--- config.mk ---
export PLATFORM = sky130hd
export DESIGN_NAME = turn_signal_ctrl
export DESIGN_NICKNAME = d
export VERILOG_FILES = /design/src/rtl/turn_signal_pkg.sv /design/src/rtl/blink_tick.sv /design/src/rtl/turn_signal_ctrl.sv
export SDC_FILE = /design/constraint.sdc
export NUM_CORES = 1
export LEC_CHECK = 0
export ABC_AREA = 1
export BUFFER_PORTS_ARGS = -buffer_cell sky130_fd_sc_hd__buf_2
export CORE_MARGIN = 2
export CORE_UTILIZATION = 43
export DETAILED_ROUTE_END_ITERATION = 8
export PLACE_DENSITY = 0.62
export SETUP_SLACK_MARGIN = 0.02
export SLEW_MARGIN = 15
export SYNTH_ARGS = -nofsm -noshare
export SYNTH_HDL_FRONTEND = slang
export SYNTH_SLANG_ARGS = --single-unit
--- constraint.sdc ---
create_clock -name clk -period 1.5 [get_ports clk]
set_input_delay 0.15 -clock clk [delete_from_list [all_inputs] [get_ports clk]]
set_output_delay 0.15 -clock clk [all_outputs]
set_load 0.1 [all_outputs]
--- src/rtl/turn_signal_pkg.sv ---
`default_nettype none
// ============================================================================
// Module : turn_signal_pkg
// Brief  : State encoding and lamp patterns shared by the turn-signal block.
// Rev    : 1.0  initial release
// ============================================================================
package turn_signal_pkg;

   typedef enum logic [2:0] {
      ST_IDLE = 3'd0,
      ST_L1   = 3'd1,
      ST_L2   = 3'd2,
      ST_L3   = 3'd3,
      ST_R1   = 3'd4,
      ST_R2   = 3'd5,
      ST_R3   = 3'd6,
      ST_HZ   = 3'd7
   } state_t;

   // Lamp vectors are ordered {LC, LB, LA, RA, RB, RC}: outer-left to outer-right.
   localparam logic [5:0] C_LAMP_OFF   = 6'b000_000;
   localparam logic [5:0] C_LAMP_L1    = 6'b001_000;
   localparam logic [5:0] C_LAMP_L2    = 6'b011_000;
   localparam logic [5:0] C_LAMP_L3    = 6'b111_000;
   localparam logic [5:0] C_LAMP_R1    = 6'b000_100;
   localparam logic [5:0] C_LAMP_R2    = 6'b000_110;
   localparam logic [5:0] C_LAMP_R3    = 6'b000_111;
   localparam logic [5:0] C_LAMP_ALL   = 6'b111_111;
   localparam logic [5:0] C_LEFT_MASK  = 6'b111_000;
   localparam logic [5:0] C_RIGHT_MASK = 6'b000_111;

   function automatic logic is_left_turn(input state_t s);
      return (s == ST_L1) || (s == ST_L2) || (s == ST_L3);
   endfunction

   function automatic logic is_right_turn(input state_t s);
      return (s == ST_R1) || (s == ST_R2) || (s == ST_R3);
   endfunction

   // Brake lights every lamp on whichever side is not running a sequence.
   function automatic logic [5:0] lamp_pattern(input state_t s, input logic brake);
      logic [5:0] pat;
      pat = C_LAMP_OFF;
      case (s)
         ST_L1:   pat = C_LAMP_L1;
         ST_L2:   pat = C_LAMP_L2;
         ST_L3:   pat = C_LAMP_L3;
         ST_R1:   pat = C_LAMP_R1;
         ST_R2:   pat = C_LAMP_R2;
         ST_R3:   pat = C_LAMP_R3;
         ST_HZ:   pat = C_LAMP_ALL;
         default: pat = C_LAMP_OFF;
      endcase
      if (brake) begin
         if (s == ST_IDLE)
            pat = C_LAMP_ALL;
         else if (is_left_turn(s))
            pat = pat | C_RIGHT_MASK;
         else if (is_right_turn(s))
            pat = pat | C_LEFT_MASK;
      end
      return pat;
   endfunction

endpackage
`default_nettype wire

--- src/rtl/blink_tick.sv ---
`default_nettype none
// ============================================================================
// Module : blink_tick
// Brief  : Free-running prescaler; tick is high on the last count of each period.
// Rev    : 1.0  initial release
// ============================================================================
module blink_tick #(
   parameter int TICK_DIV = 4
) (
   input  logic clk,
   input  logic reset,
   output logic tick
);

   // A one-bit counter pinned at zero covers TICK_DIV=1, where tick is constant.
   localparam int          c_W    = (TICK_DIV > 1) ? $clog2(TICK_DIV) : 1;
   localparam logic [c_W-1:0] c_LAST = c_W'(TICK_DIV - 1);

   logic [c_W-1:0] r_cnt;
   logic           w_wrap;

   assign w_wrap = (r_cnt == c_LAST);
   assign tick   = w_wrap;

   always_ff @(posedge clk or posedge reset) begin
      if (reset)
         r_cnt <= '0;
      else if (w_wrap)
         r_cnt <= '0;
      else
         r_cnt <= r_cnt + c_W'(1);
   end

endmodule
`default_nettype wire

--- src/rtl/turn_signal_ctrl.sv ---
`default_nettype none
// ============================================================================
// Module : turn_signal_ctrl
// Brief  : Sequential turn / hazard / brake lamp controller, six lamps.
// Rev    : 1.0  initial release
// ============================================================================
module turn_signal_ctrl #(
   parameter int TICK_DIV = 4
) (
   input  logic clk,
   input  logic reset,
   input  logic left,
   input  logic right,
   input  logic hazard,
   input  logic brake,
   output logic LA,
   output logic LB,
   output logic LC,
   output logic RA,
   output logic RB,
   output logic RC
);
   import turn_signal_pkg::*;

   logic       w_tick;
   state_t     r_state;
   state_t     w_next_state;
   logic [5:0] r_lamps;

   blink_tick #(
      .TICK_DIV (TICK_DIV)
   ) u_tick (
      .clk   (clk),
      .reset (reset),
      .tick  (w_tick)
   );

   always_comb begin
      w_next_state = r_state;
      if (w_tick) begin
         case (r_state)
            ST_IDLE: begin
               if (hazard || (left && right))
                  w_next_state = ST_HZ;
               else if (left)
                  w_next_state = ST_L1;
               else if (right)
                  w_next_state = ST_R1;
            end
            ST_L1:   w_next_state = hazard ? ST_HZ : ST_L2;
            ST_L2:   w_next_state = hazard ? ST_HZ : ST_L3;
            ST_L3:   w_next_state = hazard ? ST_HZ : ST_IDLE;
            ST_R1:   w_next_state = hazard ? ST_HZ : ST_R2;
            ST_R2:   w_next_state = hazard ? ST_HZ : ST_R3;
            ST_R3:   w_next_state = hazard ? ST_HZ : ST_IDLE;
            ST_HZ:   w_next_state = ST_IDLE;
            default: w_next_state = ST_IDLE;
         endcase
      end
   end

   // Lamps decode the upcoming state so they switch on the same edge as it.
   always_ff @(posedge clk or posedge reset) begin
      if (reset) begin
         r_state <= ST_IDLE;
         r_lamps <= C_LAMP_OFF;
      end else begin
         r_state <= w_next_state;
         r_lamps <= lamp_pattern(w_next_state, brake);
      end
   end

   assign LC = r_lamps[5];
   assign LB = r_lamps[4];
   assign LA = r_lamps[3];
   assign RA = r_lamps[2];
   assign RB = r_lamps[1];
   assign RC = r_lamps[0];

endmodule
`default_nettype wire

==> impl_metrics.csv, run 1 <==
group,metric,value,unit
status,status,"finished clean",
timing,relSlewSlack,0.676,
timing,period_needed,1340,ps
timing,clock.fmax,748,MHz
cts,cts_resized,0,
finish,stdcell_count,105,
floorplanning,core_area,1320,sq um
logic_synthesis,netlist_instances,74,
routing,wirelength,1020,um
cts,cts_root_buf,"clkbuf_4",
run,cap_violations,0,
timing,drv_slew,0,
timing,fin_setup_tns,0,ps
timing,rsz0062_at_grt,"no",
place,hpwlAfterDp,831,um
timing,finClkSkew,3.30,ps
global_routing,grt_max_degree,12,
place,numPortBuffers,11,
critical_path,critPathArrivalTime,1500,ps
logic_synthesis,synthDominantCellAreaShare,0.448,
timing,worst_pin_slew,490,ps
cts,clock_latency,270,ps
cts,clock-sinks,11,
routing,num_vias,489,
logic_synthesis,synth-seq-cells,11,
cts,clk_pin_slew_worst_paths,70,ps
global_routing,grt_use_met2,0.209,
place,dp_cells,100,
place,place.gp.congestion,0.801,
critical_path,slowest_delay,380,ps
routing,drc_errors,0,
global_routing,grtUsageMet3,0.0652,
critical_path,worstPathRequired,1660,ps
logic_synthesis,synth.area.top_cells,"dfrtp_1 (45%), nand2_1 (12%), nand2_2 (6.1%)",
timing,hold_viol,0,
floorplanning,num_rows,13,
global_routing,antenna_found_initial,0,
critical_path,criticalPathCategory,"reg2reg",
logic_synthesis,ys_warn_count,0,
finish,nNetsFinal,98,
global_routing,grt_pass1_vias,480,
cts,cts_setup_buffers,0,
cts,htreeDepth,1,
timing,min_period_over_period,0.891,
floorplanning,io_pins,12,
floorplanning,die_x,41.8,um
timing,whs,168,ps
routing,detail_route.wl_per_cell,9.74,um
floorplanning,start_util,0.466,
finish,layout-drive-gt1-share,0.400,
global_routing,grt_busiest_layer,"met2",
routing,firstDrtPassIters,4,
logic_synthesis,avgSynthCellArea,8.30,sq um
floorplanning,die_area,1750,sq um
critical_path,crit_fanout,6,
finish,nFillCells,126,
logic_synthesis,synth_area_leader_cell,"dfrtp_1",
finish,syn_to_final_growth,17.9,%
logic_synthesis,synth_area,614,sq um
routing,initialDrtViolationCount,6,
logic_synthesis,synth_cell_type_count,18,
critical_path,startpoint_type,"register",
floorplanning,die_h,41.8,um
min_path,min_path_type,"in2reg",
logic_synthesis,seq_area_frac_synth,0.448,
critical_path,slowest_stage,"dfrtp_1",
cts,cts_buffer_depth,2,
global_routing,globalRouteTotalUtil,0.144,
cts,cts_buffers,3,
timing,setup_violations,0,
routing,viasPerCell,4.66,
critical_path,crit_chain,"ha_1 > inv_1 > nand2_1 > nand2_4 > nand3_1 > nand3_1 > nand2_1",
global_routing,overflow,0,
logic_synthesis,syn_nets,81,
global_routing,met1_usage,0.185,
routing,ant_nets,0,
critical_path,worstSetupEndpointType,"register",
finish,n_antenna_cell,0,
cts,cts_tree,"done",
global_routing,grt_first_pass_wirelength,1900,um
==> worst max-delay path, delay by kind of cell, from the launching register on <==
| family | cells | cell delay (ps) |
|---|---|---|
| fa+ha+maj | 1 | 260 |
| simple gates | 5 | 460 |
| flops | 1 | 380 |
| buf+inv | 1 | 130 |
==> per-layer routing <==
metal | up-vias | routed length [um]
met3 | 2 | 49
met2 | 12 | 448
li1 | 261 | -
met4 | 0 | 11
met5 | - | 0
met1 | 214 | 513
==> Yosys cell counts <==
cell type,n
nand3_1,3
o21ai_0,1
inv_1,5
nor2_1,7
dfrtp_1,11
nor2_2,2
nor2_8,1
a21oi_1,4
ha_1,1
inv_4,1
nand2_1,19
nand3_2,2
nand2_4,2
inv_2,5
nand4_1,1
o21ai_2,1
a21oi_2,2
nand2_2,6
==> kinds of logic after synthesis <==
logic type / count (synthesis) / synth area share
buffers and inverters: 11 / 0.0713
AND/OR/NAND/NOR: 43 / 0.377
adder cells (fa/ha/maj): 1 / 0.0204
flip-flops: 11 / 0.448
AO/OA/AOI/OAI: 8 / 0.0835
==> cell usage in the layout, fill, tap and decap left out <==
cell type	synthesis	layout
a21oi_1	4	4
a21oi_2	2	2
buf_2	0	11
clkbuf_1	0	1
clkbuf_4	0	3
dfrtp_1	11	11
dlygate4sd3_1	0	1
ha_1	1	1
inv_1	5	5
inv_2	5	5
inv_4	1	1
nand2_1	19	19
nand2_2	6	6
nand2_4	2	2
nand3_1	3	3
nand3_2	2	2
nand4_1	1	1
nor2_1	7	7
nor2_2	2	2
nor2_8	1	1
o21ai_0	1	1
o21ai_2	1	1
==> metrics by stage <==
step	instance area (sq um)	worst slack [ps]	utilization
floorplan	614	296	-
global placement	688	161	0.522
detailed placement	688	168	0.522
CTS	724	163	0.550
global route	724	26.0	0.550
finish	724	163	0.550
==> area by class of cell <==
class,count,area [sq um],share of cell area
repair buffers,12,65.1,0.0898
inverters,11,43.8,0.0604
clock buffers,4,26.3,0.0363
multi-input cells,52,295,0.408
well taps,15,18.8,0.0259
flip-flops and latches,11,275,0.380
==> state kept, by name (all words and copies together), names as in the netlist <==
signal,cells
r_lamps,6
u_tick.r_cnt,2
r_state,3
==> final timing paths <==
path | end | from | cells past startpoint | slack (ps)
setup / recovery | r_lamps[5] | u_tick.r_cnt[0] | 7 | 160
hold / removal | r_lamps[2] | brake | 3 | 170
setup reg to reg | r_lamps[5] | u_tick.r_cnt[0] | 7 | 160
hold reg to reg | u_tick.r_cnt[0] | u_tick.r_cnt[0] | 1 | 430
max in group asynchronous | r_lamps[4] | reset | 3 | 810
min in group asynchronous | r_state[1] | reset | 3 | 410
==> what timing repair did <==
| action | CTS | global route |
|---|---|---|
| hold buffers | 1 | 0 |
| setup endpoints to repair | 0 | 0 |
| endpoints found under the hold margin | 11 | 0 |
Power of run 1 is left out: the tool's default activity adds up to more than one toggle a clock period on the data nets, which glitch-free logic cannot reach.
==> inputs of run 2 (changes only) <==
--- a/config.mk
+++ b/config.mk
@@ -8,9 +8,9 @@
 export ABC_AREA = 1
 export BUFFER_PORTS_ARGS = -buffer_cell sky130_fd_sc_hd__buf_2
 export CORE_MARGIN = 2
-export CORE_UTILIZATION = 43
+export CORE_UTILIZATION = 46
 export DETAILED_ROUTE_END_ITERATION = 8
-export PLACE_DENSITY = 0.62
+export PLACE_DENSITY = 0.65
 export SETUP_SLACK_MARGIN = 0.02
 export SLEW_MARGIN = 15
 export SYNTH_ARGS = -nofsm -noshare
==> run 2 against run 1 <==
Net effect: clock skew barely moved; routed wire length rose by 1.8%; non-clock buffer count did not move; count of clock-buffer cells in the layout did not move; first-iteration DRC count rose by 50%; register-to-register slack barely moved; cell area did not move; cell count did not move; worst hold slack got worse by 1.8 ps.
==> impl_metrics.csv, run 2 (synthesized netlist as in run 1, its figures left out) <==
group,metric,value,unit
status,status,"finished clean",
critical_path,r2r_cells,8,
routing,initialDrtViolationCount,9,
finish,max_flop_register,"r_lamps",
place,place.gp.congestion,0.739,
finish,largest_reg_flops,6,
critical_path,cp_top_family,"simple AND/OR/NAND/NOR gates",
global_routing,antenna_found_initial,0,
finish,n_antenna_cell,0,
timing,relSlewSlack,0.677,
finish,nNetsFinal,98,
finish,seq_area,275,sq um
finish,syn_to_final_growth,17.9,%
global_routing,globalRouteTotalUtil,0.170,
min_path,holdPathStages,3,
timing,clock.fmax,740,MHz
routing,viasPerCell,4.78,
timing,finClkSkew,3.47,ps
routing,firstDrtPassIters,4,
timing,min_period_over_period,0.901,
global_routing,grt_max_degree,12,
finish,multi_input_area,295,sq um
global_routing,grt_pass1_vias,450,
floorplanning,start_util,0.484,
cts,cts_buffers,3,
timing,fin_setup_tns,0,ps
timing,hold_viol,0,
timing,drv_slew,0,
critical_path,worstPathRequired,1660,ps
finish,final_cell_mix,"nand2_1 (19), buf_2 (11), dfrtp_1 (11)",
floorplanning,io_pins,12,
global_routing,grt_first_pass_wirelength,1760,um
routing,drc_errors,0,
routing,ant_nets,0,
run,cap_violations,0,
critical_path,rr_endpoint,"r_lamps[4]",
cts,cts_buffer_depth,2,
min_path,min_path_type,"in2reg",
routing,detail_route.wl_per_cell,9.91,um
routing,wirelength,1040,um
floorplanning,die_area,1640,sq um
finish,layout-drive-gt1-share,0.400,
finish,largest_registers,"r_lamps x6, r_state x3, u_tick.r_cnt x2",
timing,rsz0062_at_grt,"no",
timing,setup_violations,0,
critical_path,criticalPathCategory,"reg2reg",
critical_path,crit_fanout,5,
global_routing,overflow,0,
critical_path,startpoint_type,"register",
cts,cts_tree,"done",
finish,nFillCells,123,
routing,num_vias,502,
critical_path,worstSetupEndpointType,"register",
critical_path,critPathArrivalTime,1510,ps
cts,cts_root_buf,"clkbuf_4",
place,hpwlAfterDp,833,um
critical_path,cp-endpoint,"r_lamps[4]",
floorplanning,die_h,40.5,um
cts,cts_resized,0,
critical_path,startpoint,"u_tick.r_cnt[0]",
timing,worst_pin_slew,488,ps
critical_path,slowest_delay,360,ps
cts,clock-sinks,11,
floorplanning,die_x,40.5,um
critical_path,crit_chain,"ha_1 > inv_1 > nor2_2 > nand3_2 > nand2_2 > inv_2 > o21ai_2 > nand2_1",
critical_path,path_depth,8,
floorplanning,num_rows,13,
cts,clk_pin_slew_worst_paths,70,ps
place,numPortBuffers,11,
critical_path,r2r_start,"u_tick.r_cnt[0]",
critical_path,slowest_stage,"dfrtp_1",
critical_path,reg2reg_slack,150,ps
cts,htreeDepth,1,
timing,period_needed,1350,ps
critical_path,crit_buf_inv,2,
floorplanning,core_area,1270,sq um
cts,clock_latency,270,ps
finish,final_common_cell,"nand2_1",
run 2: cell counts in the layout (fill, tap and decap cells not counted):
Identical to the previous run, type by type.
run 2: timing repair:
item / in CTS / in global routing
endpoints found under the setup margin: 0 / 0
hold buffers: 1 / 0
hold endpoints to repair: 11 / 0
setup buffers: 0 / 0
run 2: worst min path at each step:
stage           from              end
2_1_floorplan  reset       r_lamps[0]
3_3_place_gp   reset  u_tick.r_cnt[1]
3_5_place_dp   reset  u_tick.r_cnt[1]
4_1_cts        brake       r_lamps[2]
5_1_grt        brake       r_lamps[2]
6_report       brake       r_lamps[2]
run 2: area by class of cell:
class	count	share of cell area
Sequential cell	11	0.380
Multi-Input combinational cell	52	0.408
Tap cell	15	0.0259
Clock buffer	4	0.0363
Inverter	11	0.0604
Timing Repair Buffer	12	0.0898
run 2: per-stage QoR:
step / area, sq um / hold slack, ps / utilization / std cells / setup slack, ps
3_3_place_gp: 688 / 157 / 0.542 / 100 / 165
6_report: 724 / 166 / 0.571 / 105 / 149
2_1_floorplan: 614 / 2.44 / - / 74 / 296
3_5_place_dp: 688 / 163 / 0.542 / 100 / 171
5_1_grt: 724 / 178 / 0.571 / 105 / 56.6
4_1_cts: 724 / 174 / 0.571 / 105 / 141
run 2: metal layers:
metal,track usage,part of all wire,vias to the layer above
met1,0.210,0.45,217
met4,0.125,0.028,0
li1,-,-,266
met3,0.0500,0.049,5
met5,0,0,-
met2,0.246,0.47,14
run 2: worst min-delay path, cell delays in order:
cell and delay (ps):
buf_2 160, nor2_8 60, inv_2 30
Power of run 2 is left out for the same reason.
